`src/rtl/serial_adder_pkg.sv`:
```
// Shared types and defaults for the bit-serial adder.
package serial_adder_pkg;

  localparam int DEFAULT_WIDTH = 32;

  typedef enum logic [1:0] {
    IDLE = 2'd0,
    RUN  = 2'd1,
    DONE = 2'd2
  } state_t;

endpackage

```
`src/rtl/adder_1bit.sv`:
```
// Single-bit full adder used by the serial datapath.
module adder_1bit (
  input  logic a,
  input  logic b,
  input  logic cin,
  output logic s,
  output logic cout
);

  assign s    = a ^ b ^ cin;
  assign cout = (a & b) | (a & cin) | (b & cin);

endmodule

```
`src/rtl/serial_adder.sv`:
```
// Bit-serial add (and optionally subtract), LSB first, one bit per clock.
// Subtraction and the sub port are present only when SERIAL_ADDER_SUB_EN is defined.
//
// state | meaning
// IDLE  | ready for a new operation
// RUN   | one operand bit processed per edge
// DONE  | result valid, single-cycle done pulse
module serial_adder
  import serial_adder_pkg::*;
#(
  parameter int WIDTH = DEFAULT_WIDTH
) (
  input  logic             clk,
  input  logic             rst,
  input  logic             start,
  input  logic [WIDTH-1:0] a,
  input  logic [WIDTH-1:0] b,
`ifdef SERIAL_ADDER_SUB_EN
  input  logic             sub,
`endif
  output logic             ready,
  output logic             busy,
  output logic             done,
  output logic [WIDTH-1:0] sum,
  output logic             cout,
  output logic             ovf
);

  localparam int CNT_W = $clog2(WIDTH) + 1;

  state_t           state, state_nxt;
  logic [WIDTH-1:0] a_sr, b_sr, res_sr;
  logic             carry;
  logic [CNT_W-1:0] bit_cnt;
  logic             sub_eff;
  logic             accept, last_bit;
  logic             fa_s, fa_c;

`ifdef SERIAL_ADDER_SUB_EN
  assign sub_eff = sub;
`else
  assign sub_eff = 1'b0;
`endif

  assign accept   = (state == IDLE) && start;
  assign last_bit = (state == RUN) && (bit_cnt == CNT_W'(WIDTH - 1));

  adder_1bit u_fa (
    .a    (a_sr[0]),
    .b    (b_sr[0]),
    .cin  (carry),
    .s    (fa_s),
    .cout (fa_c)
  );

  always_ff @(posedge clk) begin
    if (rst) state <= IDLE;
    else     state <= state_nxt;
  end

  always_comb begin
    state_nxt = state;
    case (state)
      IDLE:    if (start)    state_nxt = RUN;
      RUN:     if (last_bit) state_nxt = DONE;
      DONE:                  state_nxt = IDLE;
      default:               state_nxt = IDLE;
    endcase
  end

  always_comb begin
    ready = (state == IDLE);
    busy  = (state == RUN);
    done  = (state == DONE);
  end

  // Working registers shift during RUN; outputs only change on entry to DONE.
  always_ff @(posedge clk) begin
    if (rst) begin
      a_sr    <= '0;
      b_sr    <= '0;
      res_sr  <= '0;
      carry   <= 1'b0;
      bit_cnt <= '0;
      sum     <= '0;
      cout    <= 1'b0;
      ovf     <= 1'b0;
    end else if (accept) begin
      a_sr    <= a;
      b_sr    <= sub_eff ? ~b : b;
      carry   <= sub_eff;
      bit_cnt <= '0;
    end else if (state == RUN) begin
      a_sr    <= a_sr >> 1;
      b_sr    <= b_sr >> 1;
      res_sr  <= {fa_s, res_sr[WIDTH-1:1]};
      carry   <= fa_c;
      bit_cnt <= bit_cnt + 1'b1;
      if (last_bit) begin
        sum  <= {fa_s, res_sr[WIDTH-1:1]};
        cout <= fa_c;
        ovf  <= carry ^ fa_c;
      end
    end
  end

endmodule

```
`config.mk`:
```
export PLATFORM = sky130hd
export DESIGN_NAME = serial_adder
export DESIGN_NICKNAME = d
export VERILOG_FILES = /design/src/rtl/serial_adder_pkg.sv /design/src/rtl/adder_1bit.sv /design/src/rtl/serial_adder.sv
export SDC_FILE = /design/constraint.sdc
export NUM_CORES = 1
export LEC_CHECK = 0
export ABC_AREA = 0
export CAP_MARGIN = 30
export CORE_MARGIN = 2
export CORE_UTILIZATION = 53
export DETAILED_ROUTE_END_ITERATION = 10
export GPL_ROUTABILITY_DRIVEN = 0
export GPL_TIMING_DRIVEN = 0
export HOLD_SLACK_MARGIN = 0.03
export PLACE_DENSITY = 0.77
export SYNTH_ARGS = -nofsm -noshare
export SYNTH_HDL_FRONTEND = slang
export SYNTH_HIERARCHICAL = 1
export SYNTH_SLANG_ARGS = --single-unit
export TNS_END_PERCENT = 20
```
`constraint.sdc`:
```
create_clock -name clk -period 2.1 [get_ports clk]
set_input_delay 0.42 -clock clk [delete_from_list [all_inputs] [get_ports clk]]
set_output_delay 0.42 -clock clk [all_outputs]
set_load 0.02 [all_outputs]
```
==> summary.md, run 1 <==
| Metric | Value |
|---|---|
| CP required | `approximately 1.7 ns` |
| Maxcap violations | `0` |
| Clock transition at the registers of the reported paths | `about 0.060 ns` |
| Max IR drop VDD | `about 0.75 mV` |
| Critical Path AT | `around 1.6 ns` |
| Worst setup SP type | `flop` |
| Clock latency on the worst-skew pair | `about 0.41 ns` |
| Min cycle time layout | `between 1.5 and 2 ns` |
| Static Leakage | `approximately 2.9 nW` |
| Register area share after synthesis | `between 40% and 50%` |
| Synthesized area per cell | `a little under 9 sq um` |
| GRT Residual Overflow | `0` |
| Relative slew slack | `slightly below 70%` |
| Cts hold-fix bufs | `0` |
| TritonCTS clock tree | `built` |
| Crit share post-route | `around 95%` |
| Syn Nets | `between 700 and 800` |
| Synthesis Warnings | `6` |
| # fillers | `860` |
| Pins Over Slew Limit | `0` |
| Pre-Repair DR Iteration Count | `5` |
| Util after Layout | `a little over two thirds` |
| CTS Buf Count | `17` |
| Initial DRC Count | `290` |
| Clock sinks | `roughly 140` |
| Pre-CTS setup slack | `-0.2313 ns` |
| RSZ-0062 raised after global routing | `no` |
| Total number of vias | `a little over 5k` |
| Initial antenna violation count | `0` |
| Status | `finished clean` |
| Vias in the first global route | `a little under 5k` |
| CTS max path bufs | `2` |
| Hold Vio Cnt, Final | `0` |
| Drt via density | `around 5.4` |
| ANT cells | `0` |
| CTS HTree Levels | `4` |
| Kind of critical path | `flop to output port` |
| CP Capture Type | `output port` |
| Post-Route Skew | `about 0.0067 ns` |
| Post-Layout Cell Count | `between 900 and 1k` |
| Std cell rows | `38` |
| Share of layout cells above drive strength 1 | `about 15%` |
| Input/output buffers | `approximately 100` |
| Die Y | `around 110 um` |
| Largest net degree at the start of global routing | `20` |
| Die Wd | `about 110 um` |
| Post-Synthesis Cells | `roughly 700` |
| Tot Pwr | `about 6.1 mW` |
| Final WL | `approximately 14000 um` |
| I/O pin count | `104` |
| Final Instance Area | `just under 8000 sq um` |
| Fmax | `~500 MHz` |
| Overall Global Routing Usage | `between 20% and 30%` |
| Area Growth Syn to Fin | `28.48%` |
| Starting Density | `55.04%` |
| Avg WL per Cell | `between 10 and 15 um` |
| Netlist cell types | `34` |
| CORE AREA | `approximately 11000 sq um` |
| Die area | `about 12000 sq um` |
| Tightest Pin Transition | `around 0.48 ns` |
| DP Area | `slightly above 7000 sq um` |
| First-pass GRT wire length | `~24000 um` |
| Hpwl dp | `a little under 10000 um` |
| Netlist Area Pre-Place | `between 6000 and 7000 sq um` |
| Final setup vio count | `0` |
| Flip-flop and latch count after synthesis | `138` |
| Critical path fanouts, max | `10` |
| Number of placed instances, taps included | `between 900 and 1k` |
| Pwr dens | `between 700 and 800 nW/um^2` |
| Root buf cell | `clkbuf_16` |
| Routed Antenna Nets | `0` |
| HP Class | `input pin to flop` |
| Final setup margin | `roughly 0.11 ns` |
| Final #Nets | `just under 900` |
| DRC Markers | `0` |
==> sequential cells by signal, indices dropped and copies added (netlist names) <==
name     count
b_sr        32
state        2
a_sr        32
cout         1
carry        1
res_sr      31
ovf          1
sum         32
bit_cnt      6
==> worst max-delay path, stage by stage (launching register included) <==
cell and delay (ns):
dfxtp_2 0.36, nand2b_1 0.15, buf_2 0.17, inv_4 0.11, buf_4 0.17, buf_2 0.19
==> cell families (layout without fill, tap and decap cells) <==
| logic type | count (synthesis) | in the layout | share of synthesized area [%] |
|---|---|---|---|
| AO/OA/AOI/OAI | 167 | 167 | 20.43 |
| XOR/XNOR | 3 | 3 | 0.4348 |
| adder cells (fa/ha/maj) | 2 | 2 | 0.5382 |
| buffers and inverters | 67 | 197 | 6.251 |
| flip-flops | 138 | 138 | 45.70 |
| multiplexers | 34 | 34 | 5.630 |
| AND/OR/NAND/NOR | 279 | 279 | 21.01 |
==> stage by stage <==
| stage | TNS (ns) | hold slack [ns] |
|---|---|---|
| CTS | 0 | 0.2918 |
| detailed placement | -13.26 | 0.4483 |
| global route | 0 | 0.3151 |
| floorplan | 0 | 0.4366 |
| global placement | -11.08 | 0.4421 |
| finish | 0 | 0.3084 |
==> placed cells by master, fill, tap and decap left out, types with 4 or more instances in the layout <==
master,Yosys,routed
buf_6,3,4
mux2i_1,34,34
nor2_1,69,69
buf_2,20,19
clkbuf_16,0,17
nand2_1,135,135
dfxtp_1,138,136
clkdlybuf4s50_1,0,99
o221a_2,54,54
buf_4,8,9
o221a_1,8,8
a21oi_1,98,98
clkbuf_1,29,31
nor2b_1,63,63
==> routing by layer <==
layer  vias to the layer above  global-route usage, %  wire, um
met5                         -                      0         0
met4                         0                  6.750       197
met3                        17                  7.490       798
met2                       128                  37.22      6609
met1                      2399                  30.14      6465
li1                       2619                      -         -
==> where the power goes <==
group / switching (mW) / internal (mW)
Clock: 1.07 / 1.58
Combinational: 0.326 / 0.361
Sequential: 0.0680 / 2.74
==> final timing paths <==
path                                 end  depth (start not counted)        from  slack (ns)
worst max-delay path                busy                          5    state[1]        0.11
worst min-delay path            state[0]                          2         rst        0.31
worst max register to register   sum[20]                          6  bit_cnt[0]        0.46
worst min register to register   sum[14]                          2     sum[14]        0.46
==> layout make-up <==
cell class / instances / area [sq um] / area share (%)
Tap cell: 140 / 175.2 / 2.256
Multi-Input combinational cell: 485 / 2904 / 37.39
Sequential cell: 138 / 2768 / 35.64
Clock inverter: 7 / 46.29 / 0.5961
Inverter: 3 / 13.76 / 0.1772
Timing Repair Buffer: 102 / 1013 / 13.05
Clock buffer: 22 / 474.2 / 6.106
Buffer: 63 / 371.6 / 4.785
==> cells in the mapped netlist <==
cell type	count	area, sq um
buf_6	3	33.78
nor3b_1	1	7.510
o21ai_0	3	15.01
o221a_2	54	608.1
nor2_1	69	259.0
buf_2	20	100.1
buf_12	3	60.06
xor2_1	1	8.760
nor2_2	1	6.260
a311oi_1	1	8.760
inv_1	2	7.510
a21oi_1	98	490.5
ha_1	1	12.51
dfxtp_1	138	2763
nand3_1	1	5.000
buf_4	8	60.06
clkbuf_1	29	108.9
nor4_1	1	6.260
or2_1	1	6.260
o21bai_1	1	7.510
nor2b_1	63	394.1
nand2b_1	1	6.260
nor3_2	1	10.01
inv_2	1	3.750
fa_1	1	20.02
mux2i_1	34	340.3
o221a_1	8	90.09
nand2_1	135	506.7
nand4b_4	1	23.77
or3_1	3	18.77
a22oi_1	2	15.01
nand3b_4	1	20.02
xnor2_1	2	17.52
buf_1	1	3.750
==> repair_timing <==
action / CTS / global route
gates resized for setup: 12 / 1
setup endpoints to repair: 3 / 1
hold endpoints to repair: 0 / 0
buffers inserted: 0 / 0
(Power assumes the default switching activity.)
==> run 2: changes to the inputs <==
Settings changed: TNS_END_PERCENT 20 to 1.
==> results of run 2 <==
Final layout, timing and power as in run 1 (identical DEF).
==> run 3: changes to the inputs <==
Settings changed: CORE_UTILIZATION 53 to 55, CTS_BUF_LIST set to sky130_fd_sc_hd__clkbuf_8, HOLD_SLACK_MARGIN 0.03 to 0.06, PLACE_DENSITY 0.77 to 0.8.
==> run 3 against run 2 <==
  * Via count grew 0.70%
  * Sequential cell count stayed put
  * Largest cell class unchanged
  * Design area fell by 1.4%
  * Critical path depth is 1 lower
  * Sequential share of layout area grew 0.49 points
  * Die area is 3.5% lower
  * Routed wire length is 0.25% lower
  * Worst hold slack worse by 0.029 ns
  * Worst setup slack better by 0.0035 ns
  * Critical path type unchanged
  * Non-clock buffer count shrank 1
==> summary.md, run 3 (synthesis results as in run 1) <==
| Metric | Value |
|---|---|
| Total number of vias | `just over 5k` |
| ANT cells | `0` |
| Area Growth Syn to Fin | `26.74%` |
| CP max-delay cell | `dfxtp_4` |
| Final setup vio count | `0` |
| Family with the most delay on the worst path | `buffers and inverters` |
| Tot Pwr | `5.761 mW` |
| Initial DRC Count | `240` |
| Crit-path cells | `buf_6 > buf_4 > nor2b_1 > clkdlybuf4s15_1` |
| Pwr dens | `~750 nW/um^2` |
| Setup Fix Bufs, Post-CTS | `0` |
| GR peak layer | `met2` |
| Vias in the first global route | `5037` |
| CTS max path bufs | `2` |
| Hpwl dp | `around 9700 um` |
| First-pass GRT wire length | `23070 um` |
| RSZ-0062 raised after global routing | `no` |
| Worst setup SP type | `flop` |
| Most common cell after layout, fill and taps aside | `dfxtp_1` |
| Cts hold-fix bufs | `0` |
| Die area | `between 10000 and 15000 sq um` |
| Static Leakage | `approximately 2.8 nW` |
| GRT Residual Overflow | `0` |
| Crit share post-route | `between 90% and 100%` |
| Final Instance Area | `~7700 sq um` |
| Crit path largest cell delay | `0.39 ns` |
| Met1 Track Usage GR | `a little under a third` |
| Post-Route Skew | `0.009039 ns` |
| HP Class | `input pin to flop` |
| Final WL | `14040 um` |
| Std cell rows | `38` |
| Most frequent cells in the layout | `136 x dfxtp_1, 135 x nand2_1, 99 x clkdlybuf4s50_1` |
| # fillers | `around 850` |
| Starting Density | `56.01%` |
| CTS HTree Levels | `4` |
| Die Wd | `around 110 um` |
| Critical path fanouts, max | `10` |
| Area of the multi-input gates | `about 2900 sq um` |
| Kind of critical path | `flop to output port` |
| Input/output buffers | `roughly 100` |
| Pre-Repair DR Iteration Count | `5` |
| Root buf cell | `clkbuf_8` |
| Relative slew slack | `~66%` |
| Tightest Pin Transition | `a little over 0.5 ns` |
| CORE AREA | `approximately 11000 sq um` |
| Die Y | `roughly 110 um` |
| DRC Markers | `0` |
| CTS Buf Count | `17` |
| Routed Antenna Nets | `0` |
| Fmax | `502.4 MHz` |
| Share of layout cells above drive strength 1 | `around 15%` |
| Register area | `about 2800 sq um` |
| Clock transition at the registers of the reported paths | `approximately 0.070 ns` |
| Avg WL per Cell | `approximately 15 um` |
| TritonCTS clock tree | `built` |
| CP Capture Type | `output port` |
| Drt via density | `5.404` |
| Status | `finished clean` |
| Clock latency on the worst-skew pair | `between 0.4 and 0.5 ns` |
| Final #Nets | `roughly 900` |
| Hold Vio Cnt, Final | `0` |
| Maxcap violations | `0` |
| Overall Global Routing Usage | `approximately 24%` |
| Initial antenna violation count | `0` |
| Critical Path AT | `between 1.5 and 2 ns` |
| Worst path bufs/invs | `3` |
| Min cycle time layout | `approximately 2.0 ns` |
| Util after Layout | `approximately 71%` |
| Largest net degree at the start of global routing | `20` |
| Pins Over Slew Limit | `0` |
| Max IR drop VDD | `0.6567 mV` |
| I/O pin count | `~100` |
| Clock sinks | `approximately 140` |
| GR Util met3 | `roughly 6.0%` |
| DP Area | `about 7200 sq um` |
| Biggest regs | `a_sr x32, b_sr x32, sum x32` |
| M2 GR Usage | `41.47%` |
| CP required | `between 1.5 and 2 ns` |
-- run 3: changes by cell type in the layout (fill, tap and decap cells not counted) --
cell             change
clkdlybuf4s15_1      +1
clkbuf_1             -2
clkinv_4             +2
clkbuf_16           -17
clkbuf_4             +1
buf_2                -1
bufinv_16            +3
dlygate4sd2_1        -1
buf_4                -1
clkbuf_8            +15
inv_6                +2
-- run 3: path summary, 6_finish.rpt --
check / startpoint / endpoint / slack [ns] / depth (start not counted)
hold / removal: rst / res_sr[2] / 0.28 / 2
hold reg to reg: sum[2] / sum[2] / 0.46 / 2
setup / recovery: state[0] / done / 0.11 / 4
setup reg to reg: bit_cnt[0] / sum[30] / 0.48 / 6
-- run 3: routing by layer --
layer / part of all wire [%] / wire length (um)
met4: 1.4 / 201
met3: 5.9 / 829
met2: 48 / 6669
met1: 45 / 6335
met5: 0 / 0
-- run 3: timing repair --
item / CTS / global route
resized for setup: 12 / 3
endpoints found under the hold margin: 0 / 0
setup endpoints to repair: 3 / 2
-- run 3: final cells by class --
cell class,count,area share [%]
Buffer,62,4.753
Clock buffer,18,3.234
Clock inverter,14,2.237
Inverter,3,0.1797
Multi-Input combinational cell,485,37.91
Sequential cell,138,36.13
Tap cell,140,2.286
Timing Repair Buffer,102,13.28
-- run 3: worst reg2reg max path, stage by stage, from the launching register on --
cell	delay, ns
dfxtp_1	0.42
ha_1	0.24
nand3b_4	0.12
nor3_2	0.20
buf_6	0.20
buf_12	0.16
mux2i_1	0.21
-- run 3: power by group --
part           internal, mW  switching, mW
clock network          1.21           1.06
logic                 0.359          0.328
registers              2.73         0.0685
total                  4.30           1.46
-- run 3: stage by stage --
| stage | setup slack [ns] | cells | TNS, ns | hold slack (ns) |
|---|---|---|---|---|
| global route | 0.02934 | 962 | 0 | 0.2889 |
| detailed placement | -0.1892 | 932 | -9.117 | 0.4494 |
| global placement | -0.1669 | 932 | -9.775 | 0.4427 |
| CTS | 0.01661 | 963 | 0 | 0.2662 |
| floorplan | 0.4388 | 690 | 0 | 0.4366 |
| finish | 0.1095 | 962 | 0 | 0.2792 |
